`src/rtl/reg_ctrl_pkg.sv`:
```
// Shared opcode encoding, FSM state type and helpers for the register command arbiter.
package reg_ctrl_pkg;

  localparam int OP_W = 3;

  localparam logic [OP_W-1:0] OP_NOP  = 3'd0;
  localparam logic [OP_W-1:0] OP_CLR  = 3'd1;
  localparam logic [OP_W-1:0] OP_LOAD = 3'd2;
  localparam logic [OP_W-1:0] OP_INC  = 3'd3;
  localparam logic [OP_W-1:0] OP_DEC  = 3'd4;
  localparam logic [OP_W-1:0] OP_SHR  = 3'd5;
  localparam logic [OP_W-1:0] OP_SHL  = 3'd6;
  localparam logic [OP_W-1:0] OP_ROR  = 3'd7;

  typedef enum logic [1:0] {
    ST_IDLE = 2'd0,
    ST_EXEC = 2'd1,
    ST_DONE = 2'd2
  } state_t;

  // INC and above honour the repeat count; NOP/CLR/LOAD are single-shot.
  function automatic logic op_repeats(input logic [OP_W-1:0] op);
    return op >= OP_INC;
  endfunction

endpackage

```
`src/rtl/register_cmd_arbiter_if.sv`:
```
// Requester-side handshake bundle: per-requester commands in, grant/done/result out.
interface register_cmd_arbiter_if
  import reg_ctrl_pkg::*;
#(
  parameter int NUM_REQ = 4,
  parameter int DATA_W  = 4,
  parameter int CNT_W   = 4
);

  logic [NUM_REQ-1:0]        req;
  logic [OP_W*NUM_REQ-1:0]   req_op;
  logic [DATA_W*NUM_REQ-1:0] req_data;
  logic [CNT_W*NUM_REQ-1:0]  req_cnt;
  logic [NUM_REQ-1:0]        req_fill;
  logic [NUM_REQ-1:0]        gnt;
  logic [NUM_REQ-1:0]        done;
  logic [DATA_W-1:0]         result;

  modport master (
    output req, req_op, req_data, req_cnt, req_fill,
    input  gnt, done, result
  );

  modport slave (
    input  req, req_op, req_data, req_cnt, req_fill,
    output gnt, done, result
  );

endinterface

```
`src/rtl/rr_arbiter.sv`:
```
// Combinational round-robin pick: first set request at or after ptr, wrapping.
module rr_arbiter #(
  parameter int N     = 4,
  parameter int IDX_W = (N > 1) ? $clog2(N) : 1
) (
  input  logic [N-1:0]     req,
  input  logic [IDX_W-1:0] ptr,
  output logic [N-1:0]     grant,
  output logic [IDX_W-1:0] idx
);

  logic             found;
  int               pos;
  logic [IDX_W-1:0] cand;

  always_comb begin
    grant = '0;
    idx   = '0;
    found = 1'b0;
    pos   = 0;
    cand  = '0;
    for (int k = 0; k < N; k++) begin
      pos = int'(ptr) + k;
      if (pos >= N) pos = pos - N;
      cand = IDX_W'(pos);
      if (!found && req[cand]) begin
        found       = 1'b1;
        grant[cand] = 1'b1;
        idx         = cand;
      end
    end
  end

endmodule

```
`src/rtl/register_cmd_arbiter.sv`:
```
// Arbitrates NUM_REQ requesters onto one external control register and sequences
// the winner's command as strobe cycles, then reports the final value with done.
module register_cmd_arbiter
  import reg_ctrl_pkg::*;
#(
  parameter int NUM_REQ = 4,
  parameter int DATA_W  = 4,
  parameter int CNT_W   = 4
) (
  input  logic              clk,
  input  logic              rst,
  register_cmd_arbiter_if.slave rif,
  output logic              busy,
  output logic              reg_cl,
  output logic              reg_ld,
  output logic              reg_inc,
  output logic              reg_dec,
  output logic              reg_sr,
  output logic              reg_sl,
  output logic              reg_ir,
  output logic              reg_il,
  output logic [DATA_W-1:0] reg_in,
  input  logic [DATA_W-1:0] reg_q
);

  localparam int IDX_W = (NUM_REQ > 1) ? $clog2(NUM_REQ) : 1;

  state_t               state_reg;
  logic [IDX_W-1:0]     ptr_reg;
  logic [IDX_W-1:0]     idx_reg;
  logic [OP_W-1:0]      op_reg;
  logic [DATA_W-1:0]    data_reg;
  logic [CNT_W-1:0]     cnt_reg;
  logic                 fill_reg;
  logic [NUM_REQ-1:0]   gnt_reg;
  logic [NUM_REQ-1:0]   done_reg;
  logic [DATA_W-1:0]    result_reg;

  logic [NUM_REQ-1:0]   win_grant;
  logic [IDX_W-1:0]     win_idx;

  logic [OP_W-1:0]      op_slice   [NUM_REQ];
  logic [DATA_W-1:0]    data_slice [NUM_REQ];
  logic [CNT_W-1:0]     cnt_slice  [NUM_REQ];

  logic [OP_W-1:0]      op_sel;
  logic [CNT_W-1:0]     cnt_sel;
  logic                 exec;

  genvar gi;
  generate
    for (gi = 0; gi < NUM_REQ; gi++) begin : g_slice
      assign op_slice[gi]   = rif.req_op[OP_W*gi +: OP_W];
      assign data_slice[gi] = rif.req_data[DATA_W*gi +: DATA_W];
      assign cnt_slice[gi]  = rif.req_cnt[CNT_W*gi +: CNT_W];
    end
  endgenerate

  rr_arbiter #(.N(NUM_REQ), .IDX_W(IDX_W)) u_rr (
    .req   (rif.req),
    .ptr   (ptr_reg),
    .grant (win_grant),
    .idx   (win_idx)
  );

  assign op_sel  = op_slice[win_idx];
  assign cnt_sel = cnt_slice[win_idx];

  always_ff @(posedge clk) begin
    if (rst) begin
      state_reg  <= ST_IDLE;
      ptr_reg    <= '0;
      idx_reg    <= '0;
      op_reg     <= OP_NOP;
      data_reg   <= '0;
      cnt_reg    <= '0;
      fill_reg   <= 1'b0;
      gnt_reg    <= '0;
      done_reg   <= '0;
      result_reg <= '0;
    end else begin
      case (state_reg)
        ST_IDLE: begin
          done_reg <= '0;
          if (|rif.req) begin
            idx_reg  <= win_idx;
            op_reg   <= op_sel;
            data_reg <= data_slice[win_idx];
            fill_reg <= rif.req_fill[win_idx];
            // Zero repeat count still runs once; single-shot ops force one cycle.
            cnt_reg  <= (op_repeats(op_sel) && cnt_sel != '0) ? cnt_sel : CNT_W'(1);
            gnt_reg  <= win_grant;
            ptr_reg  <= (win_idx == IDX_W'(NUM_REQ - 1)) ? '0 : win_idx + IDX_W'(1);
            state_reg <= ST_EXEC;
          end
        end
        ST_EXEC: begin
          if (cnt_reg <= CNT_W'(1)) begin
            done_reg          <= '0;
            done_reg[idx_reg] <= 1'b1;
            state_reg         <= ST_DONE;
          end else begin
            cnt_reg <= cnt_reg - CNT_W'(1);
          end
        end
        ST_DONE: begin
          result_reg <= reg_q;
          done_reg   <= '0;
          gnt_reg    <= '0;
          state_reg  <= ST_IDLE;
        end
        default: begin
          state_reg <= ST_IDLE;
        end
      endcase
    end
  end

  // Strobes depend only on the FSM/command flops (ROR also recirculates reg_q[0]).
  assign exec    = (state_reg == ST_EXEC);
  assign reg_cl  = exec && (op_reg == OP_CLR);
  assign reg_ld  = exec && (op_reg == OP_LOAD);
  assign reg_inc = exec && (op_reg == OP_INC);
  assign reg_dec = exec && (op_reg == OP_DEC);
  assign reg_sr  = exec && ((op_reg == OP_SHR) || (op_reg == OP_ROR));
  assign reg_sl  = exec && (op_reg == OP_SHL);
  assign reg_ir  = exec && (((op_reg == OP_SHR) && fill_reg) || ((op_reg == OP_ROR) && reg_q[0]));
  assign reg_il  = exec && (op_reg == OP_SHL) && fill_reg;
  assign reg_in  = (exec && (op_reg == OP_LOAD)) ? data_reg : '0;

  assign busy       = (state_reg != ST_IDLE);
  assign rif.gnt    = gnt_reg;
  assign rif.done   = done_reg;
  assign rif.result = result_reg;

endmodule

```
`src/flat_wrapper.sv`:
```
// flat-port wrapper written by rule: the top's interface ports become plain ports
module register_cmd_arbiter_flat import reg_ctrl_pkg::*;
#(
  parameter int NUM_REQ = 4,
  parameter int DATA_W  = 4,
  parameter int CNT_W   = 4
)
  (clk, rst, busy, reg_cl, reg_ld, reg_inc, reg_dec, reg_sr, reg_sl, reg_ir, reg_il, reg_in, reg_q, rif_req, rif_req_op, rif_req_data, rif_req_cnt, rif_req_fill, rif_gnt, rif_done, rif_result);
  register_cmd_arbiter_if #(.NUM_REQ(NUM_REQ), .DATA_W(DATA_W), .CNT_W(CNT_W)) rif_i ();
  input  logic clk;
  input  logic rst;
  output logic busy;
  output logic reg_cl;
  output logic reg_ld;
  output logic reg_inc;
  output logic reg_dec;
  output logic reg_sr;
  output logic reg_sl;
  output logic reg_ir;
  output logic reg_il;
  output logic [DATA_W-1:0] reg_in;
  input  logic [DATA_W-1:0] reg_q;
  input wire logic [$bits(rif_i.req)-1:0] rif_req;
  input wire logic [$bits(rif_i.req_op)-1:0] rif_req_op;
  input wire logic [$bits(rif_i.req_data)-1:0] rif_req_data;
  input wire logic [$bits(rif_i.req_cnt)-1:0] rif_req_cnt;
  input wire logic [$bits(rif_i.req_fill)-1:0] rif_req_fill;
  output wire logic [$bits(rif_i.gnt)-1:0] rif_gnt;
  output wire logic [$bits(rif_i.done)-1:0] rif_done;
  output wire logic [$bits(rif_i.result)-1:0] rif_result;
  assign rif_i.req = rif_req;
  assign rif_i.req_op = rif_req_op;
  assign rif_i.req_data = rif_req_data;
  assign rif_i.req_cnt = rif_req_cnt;
  assign rif_i.req_fill = rif_req_fill;
  assign rif_gnt = rif_i.gnt;
  assign rif_done = rif_i.done;
  assign rif_result = rif_i.result;
  register_cmd_arbiter #(.NUM_REQ(NUM_REQ), .DATA_W(DATA_W), .CNT_W(CNT_W)) u_core (.clk(clk), .rst(rst), .rif(rif_i), .busy(busy), .reg_cl(reg_cl), .reg_ld(reg_ld), .reg_inc(reg_inc), .reg_dec(reg_dec), .reg_sr(reg_sr), .reg_sl(reg_sl), .reg_ir(reg_ir), .reg_il(reg_il), .reg_in(reg_in), .reg_q(reg_q));
endmodule
```
`config.mk`:
```
export PLATFORM = sky130hd
export DESIGN_NAME = register_cmd_arbiter_flat
export DESIGN_NICKNAME = d
export VERILOG_FILES = /design/src/rtl/reg_ctrl_pkg.sv /design/src/rtl/register_cmd_arbiter_if.sv /design/src/rtl/rr_arbiter.sv /design/src/rtl/register_cmd_arbiter.sv /design/src/flat_wrapper.sv
export SDC_FILE = /design/constraint.sdc
export NUM_CORES = 1
export LEC_CHECK = 0
export ABC_AREA = 1
export CAP_MARGIN = 20
export CELL_PAD_IN_SITES_DETAIL_PLACEMENT = 0
export CELL_PAD_IN_SITES_GLOBAL_PLACEMENT = 1
export CORE_ASPECT_RATIO = 1.25
export CORE_MARGIN = 2
export CORE_UTILIZATION = 27
export DETAILED_ROUTE_END_ITERATION = 10
export PLACE_DENSITY = 0.87
export SYNTH_ARGS = -nofsm -noshare
export SYNTH_HDL_FRONTEND = slang
export SYNTH_SLANG_ARGS = --single-unit
```
`constraint.sdc`:
```
create_clock -name clk -period 2.2 [get_ports clk]
set_input_delay 0.55 -clock clk [delete_from_list [all_inputs] [get_ports clk]]
set_output_delay 0.55 -clock clk [all_outputs]
set_load 0.01 [all_outputs]
```
==> reports/metrics.csv <==
stage;metric;value;unit
worst_hold_path;Hold WC Path Type;flip-flop to flip-flop;
sta;worst-margin pin slew;0.419;ns
yosys;post-synth top area share;0.261;
cells_and_area;Final nets;565;
yosys;dominant synthesized flop cell;dfxtp_1;
yosys;largest cells by area after synthesis;dfxtp_1 (26%), nand2_1 (11%), inv_1 (9.5%), nand3_1 (7.4%), nor2_1 (6.5%);
floorplanning;starting density of the core;0.279;
placed_design;Cell Area, Placed;0.00353;mm2
yosys;fraction of registers with async set/reset;0;
drt;Vias;2867;
cells_and_area;P&R area growth vs syn;71.7;%
yosys;synthesized net count;432;
drt;Final ANT Viol Nets;0;
placed_design;gpl congestion;0.787;
cells_and_area;fill count;817;
drt;drt wl/cell;13.2;um
sta;FMAX;461;MHz
yosys;Synth Cell Area;0.00230;mm2
floorplanning;Die H;107;um
drt;# DRC;0;
yosys;Synth area leader;dfxtp_1;
yosys;Post-synth EDFFs;0;
setup_path;crit end category;flip-flop;
yosys;Seq cells post-synth;30;
floorplanning;Ports;83;
grt;initial antenna violation count;0;
sta;Slew headroom;0.719;
power;PwrDens;1780;mW/mm2
sta;RSZ-0062 raised after global routing;true;
run_status;outcome;complete, no violations;
setup_path;Reg2Reg Depth;18;
yosys;most common cell in the netlist;nand2_1;
setup_path;critical path peak fanout;6;
sta;Fin. Hold Viols;0;
worst_hold_path;worst hold start;u_core.rif.done[2];
floorplanning;Cell Rows;37;
clock_tree;CTS Buffer Depth;2;
setup_path;Setup crit end;u_core.fill_reg;
power;Lkg Pwr;0.00184;uW
yosys;top cells by count, synth;nand2_1 (70), inv_1 (58), nor2_1 (40), nand3_1 (34), dfxtp_1 (30);
sta;Min Hold Slack;0.461;ns
setup_path;flop-to-flop setup slack;0.03;ns
floorplanning;Placeable Area;0.00824;mm2
sta;clk_skew;0.00501;ns
drt;Starting DRT DRC Count;127;
grt;first-pass GRT wire length;12.8;mm
sta;Final Setup Violations;0;
sta;Tmin final;2.17;ns
setup_path;Reg-to-Reg End;u_core.fill_reg;
setup_path;CP Data Required Time;2.37;ns
job;max-cap viol count;0;
placed_design;Final HPWL DP;5.88;mm
yosys;Ys Warns;0;
grt;total grt overflow;0;
drt;DR vias/cell;4.83;
cells_and_area;area of the multi-input gates;0.00165;mm2
drt;Total Wirelength;7.84;mm
setup_path;crit path launch type;flip-flop;
grt;vias in the first global route;2888;
floorplanning;Die X;86.5;um
floorplanning;die area;0.00927;mm2
clock_tree;CTS tree;built;
cells_and_area;# diodes;0;
sta;Final period util;0.986;
placed_design;PortBufs;82;
setup_path;reg2reg start;u_core.ptr_reg[0];
drt;1st-pass router iterations;4;
clock_tree;clk sinks;30;
setup_path;crit path launch;u_core.ptr_reg[0];
clock_tree;cts bufs inserted;5;
clock_tree;clock latency on the worst-skew pair;0.28;ns
yosys;Avg Inst Size Synth;6.31;um2
cells_and_area;Reg area;606;um2
grt;gr usage total;0.169;
clock_tree;Worst-path clk slew;0.06;ns
yosys;library cells used by synthesis;36;
cells_and_area;design area;0.00395;mm2
yosys;Seq/Total Area, Yosys;0.261;
yosys;Syn Inst Count;364;
grt;largest net degree at the start of global routing;17;
setup_path;Arr. time, crit path;2.34;ns
sta;Max Slew Vio Count;0;
cells_and_area;layout cells sized above 1;0.288;
power;maximum VDD drop;755;uV
clock_tree;H-Tree Depth;2;
clock_tree;CTS root buf;clkbuf_8;
setup_path;WS Path Type;flip-flop to flip-flop;
==> stage by stage <==
step / power [uW] / setup TNS [ns] / setup slack, ns / util / instances
2_1_floorplan: 3580 / 0 / 0.0191 / - / 364
3_5_place_dp: 5190 / -7.99 / -0.532 / 0.429 / 578
5_1_grt: 7660 / -0.999 / -0.122 / 0.479 / 593
4_1_cts: 6290 / -0.0102 / -0.00809 / 0.456 / 590
6_report: 7050 / 0 / 0.0318 / 0.479 / 593
3_3_place_gp: 5090 / -7.16 / -0.471 / 0.429 / 578
==> cell usage in the layout (no fill, tap or decap), types with 6 or more instances in the layout <==
cell	Yosys	routed
nand3b_1	8	8
clkdlybuf4s50_1	0	66
o21ai_1	5	8
clkbuf_8	0	6
a21oi_1	23	21
nor2_4	2	6
nor2_2	1	7
nand3_1	34	28
ha_1	10	9
dfxtp_1	30	28
inv_1	58	55
nor2_1	40	30
dlygate4sd2_1	0	9
o21ai_0	20	13
nand2_4	3	6
buf_6	2	6
nand2_2	7	22
nand3_2	3	7
nand2_1	70	52
buf_4	3	44
==> critical path: stages, from the launching register on <==
cell     delay, ns
dfxtp_4       0.37
inv_6         0.04
ha_4          0.29
inv_4         0.04
nand3_4       0.06
nand2_4       0.07
buf_12        0.13
nor2_4        0.08
nand2_2       0.05
nand2_2       0.08
nand2_4       0.06
buf_12        0.15
nand2_8       0.08
inv_4         0.05
buf_4         0.13
nor2_1        0.10
o22ai_1       0.09
o21ai_1       0.12
inv_1         0.05
==> metal layers <==
| metal | vias to the layer above | track usage | share of wire |
|---|---|---|---|
| met5 | - | 0 | 0 |
| met4 | 0 | 0.0647 | 0.036 |
| met3 | 22 | 0.0269 | 0.053 |
| met2 | 101 | 0.298 | 0.51 |
| met1 | 1298 | 0.202 | 0.40 |
| li1 | 1446 | - | - |
==> cells by family after synthesis <==
family,synth area share
fa+ha+maj,0.0544
flops,0.261
simple gates,0.372
buf+inv,0.139
compound gates,0.169
xor+xnor,0.00381
==> repair_timing <==
| action | CTS | global route |
|---|---|---|
| pin swaps | 12 | 28 |
| buffers inserted | 4 | 2 |
| setup endpoints to repair | 27 | 20 |
| gates resized for setup | 46 | 64 |
| hold buffers | 0 | 0 |
| gates cloned | 2 | 1 |
==> cell type report <==
type,count,area share
Tap cell,97,0.0307
Sequential cell,30,0.153
Multi-Input combinational cell,261,0.417
Inverter,64,0.0640
Timing Repair Buffer,135,0.313
Clock buffer,6,0.0209
==> worst min-delay path by stage <==
| stage | end | slack (ns) | cells after the start |
|---|---|---|---|
| after CTS | u_core.rif.done[2] | 0.47 | 2 |
| final | u_core.rif.done[2] | 0.46 | 2 |
| after floorplan | u_core.rif.done[2] | 0.47 | 2 |
| after detailed placement | u_core.rif.done[2] | 0.46 | 2 |
| after global placement | u_core.rif.done[0] | 0.45 | 2 |
| after global routing | u_core.rif.done[3] | 0.49 | 2 |
==> power by group <==
part / internal (uW) / switching, uW
clock: 241 / 198
combinational: 2620 / 3130
sequential: 731 / 123
No activity file was read; power rests on OpenSTA's default activity.
==> patch, RTL diff (config.mk and constraints unchanged) <==
The 3 states of `state_t` get a one-hot encoding in 3 bits.
--- a/src/rtl/reg_ctrl_pkg.sv
+++ b/src/rtl/reg_ctrl_pkg.sv
@@ -13,8 +13,8 @@
   localparam logic [OP_W-1:0] OP_ROR  = 3'd7;
 
-  typedef enum logic [1:0] {
-    ST_IDLE = 2'd0,
-    ST_EXEC = 2'd1,
-    ST_DONE = 2'd2
+  typedef enum logic [2:0] {
+    ST_IDLE = 3'b001,
+    ST_EXEC = 3'b010,
+    ST_DONE = 3'b100
   } state_t;
 
Formal check against the unedited RTL: no difference found for any inputs over 4 cycles, from zero or initial values and one cycle with rst high; so few cycles prove little.
==> patch against the original RTL <==
The run now ends with negative setup slack left. Synthesized area rose by 2.6%. Design area rose by 3.3%. Combinational power fell by 18%. Sequential cell count rose by 1. Setup slack got worse by 77 ps. Power fell by 13%. Synthesized cell count rose by 0.55%. Wire length fell by 6.4%. Maximum frequency fell by 3.4%. Largest power group unchanged.
==> patch: results (changes against the original RTL) <==
----------------------------------------------------
[Worst hold path]
  Endpoint with the worst hold slack ... u_core.rif.gnt[3]
  Hold Path Depth ... 2 (unchanged)
  Beginning of the worst hold path ... u_core.rif.gnt[3]

[Critical path]
  Peak fanout along the critical path ... 6 (unchanged)
  Data arrival time of the critical path ... 2470 ps (+130 ps)
  Worst R2R Path Depth ... 17 (-1)
  Dominant delay contributor by cell family on the critical path ... simple AND/OR/NAND/NOR gates
  Crit path max-delay cell type ... dfxtp_4
  Destination of the worst register-to-register timing path ... u_core.cnt_reg[1]

[Power and ir drop]
  Total leakage power ... 1.896 nW (+3.1%)
  Maximum vdd drop ... 0.8544 mV (+13%)

[Placement]
  Cell area after placement ... 3636 sq um (+2.9%)
  Half-perimeter wire length after detailed placement ... 5427 microns (-7.8%)
  Final RePlAce weighted congestion ... 0.8672 (+10%)
  Worst slack at placement ... -557.3 ps (-25.78 ps)

[Synthesis]
  Main area contributors after synthesis ... dfxtp_1, nand2_1, inv_1
  Synth top cells by count ... nand2_1, inv_1, nor2_1, o21ai_0, dfxtp_1
  Adder-cell share of the synthesized area ... 0.04244 (-0.01200)
  Count of yosys warnings during synthesis ... 0 (unchanged)
  Sequential share of the synthesized area ... 0.2631 (+0.001834)
  Fraction of the mapped netlist area in compound gates ... 0.1878 (+0.01850)
  Proportion of synthesized flip-flops having asynchronous set or reset ... 0 (unchanged)
  Xor and xnor area share after synthesis ... 0.007427 (+0.003616)
  Number of unique standard cell types used by synthesis ... 35 (-2.8%)

[STA]
  Worst setup slack after layout ... -45.51 ps (-77.35 ps)
  Clock skew ... 9.460 ps (+4.445 ps)
  Transition time at the pin with the least slew margin ... 393.3 ps (-26.03 ps)
  Number of failing setup endpoints in the final timing report ... 7 (+7)
  TNS Setup ... -193.5 ps (-193.5 ps)

[Global routing]
  Via count of the first global-routing pass ... 2713 (-6.1%)
  M2 GR Usage ... 0.2841 (-0.01371)
  Total track usage ... 0.1536 (-0.01525)
  First-pass GRT wire length ... 11760 microns (-7.8%)
  GR met3 Demand/Resource ... 0.02824 (+0.001300)
  Antenna violations before repair ... 0 (unchanged)
  Routing usage on met1 ... 0.1713 (-0.03095)

[Route]
  Post-Route M1 WL ... 3012 microns (-4.7%)
  Initial detailed-routing violation count ... 119 (-6.3%)
  Highest layer used for signal routing ... met4
  Mean number of vias per cell ... 4.519 (-6.5%)
  Post-DR wirelength/cell ... 11.90 microns (-9.9%)
  Routed wire length on met3 ... 278 microns (-33%)
  Total length of routed met2 wires ... 3875 microns (-2.6%)

[Outcome]
  Run status ... finished, violations left
  Failing checks ... negative setup slack

[Layout]
  Final net count ... 562 (-0.53%)
  Layout filler cell count ... 841 (+2.9%)
  ANT cells ... 0 (unchanged)
  Share of final-layout standard cells stronger than drive strength 1 ... 0.2681 (-0.02016)

[Clock tree]
  Buffer depth of the longest clock path ... 2 (unchanged)
  Quantity of gates resized following cts ... 66 (+43%)
  Clock latency at the later pin of the worst-skew pair ... 280 ps (about the same)
  Register clock-pin slew on the reported worst setup and hold paths ... 70 ps

----------------------------------------------------
[patch: how the worst max path moves through the flow]
| stage | depth (start not counted) | to | startpoint |
|---|---|---|---|
| after floorplan | 16 | u_core.data_reg[0] | u_core.ptr_reg[0] |
| after global placement | 15 | u_core.cnt_reg[2] | rif_req[0] |
| after detailed placement | 15 | u_core.cnt_reg[2] | rif_req[0] |
| after CTS | 18 | u_core.cnt_reg[2] | u_core.ptr_reg[1] |
| after global routing | 17 | u_core.cnt_reg[0] | u_core.ptr_reg[0] |
| final | 17 | u_core.cnt_reg[1] | u_core.ptr_reg[0] |
[patch: kinds of logic after synthesis]
logic type / after synthesis
XOR/XNOR: 2
AO/OA/AOI/OAI: 78
AND/OR/NAND/NOR: 171
adder cells (fa/ha/maj): 8
flip-flops: 31
buffers and inverters: 76
[patch: final cells by class]
type	count	area [sq um]	area share
Multi-Input combinational cell	259	1642	0.4025
Clock inverter	1	30.03	0.007362
Timing Repair Buffer	136	1304	0.3196
Sequential cell	31	625.6	0.1534
Inverter	63	255.2	0.06258
Tap cell	120	150.1	0.03681
Clock buffer	6	72.57	0.01779
[patch: report_power, final]
| part | leakage [nW] | switching [mW] | internal, mW |
|---|---|---|---|
| registers | 0.256 | 0.123 | 0.743 |
| clock network | 0.0513 | 0.201 | 0.331 |
| logic | 1.59 | 2.46 | 2.28 |
| total | 1.90 | 2.78 | 3.36 |
[patch: stage by stage]
| step | utilization | hold slack (ps) | cells |
|---|---|---|---|
| global placement | 0.4225 | 464.8 | 603 |
| CTS | 0.4664 | 474.4 | 617 |
| floorplan | - | 474.9 | 366 |
| detailed placement | 0.4225 | 465.3 | 603 |
| global route | 0.4740 | 498.5 | 616 |
| finish | 0.4740 | 468.7 | 616 |
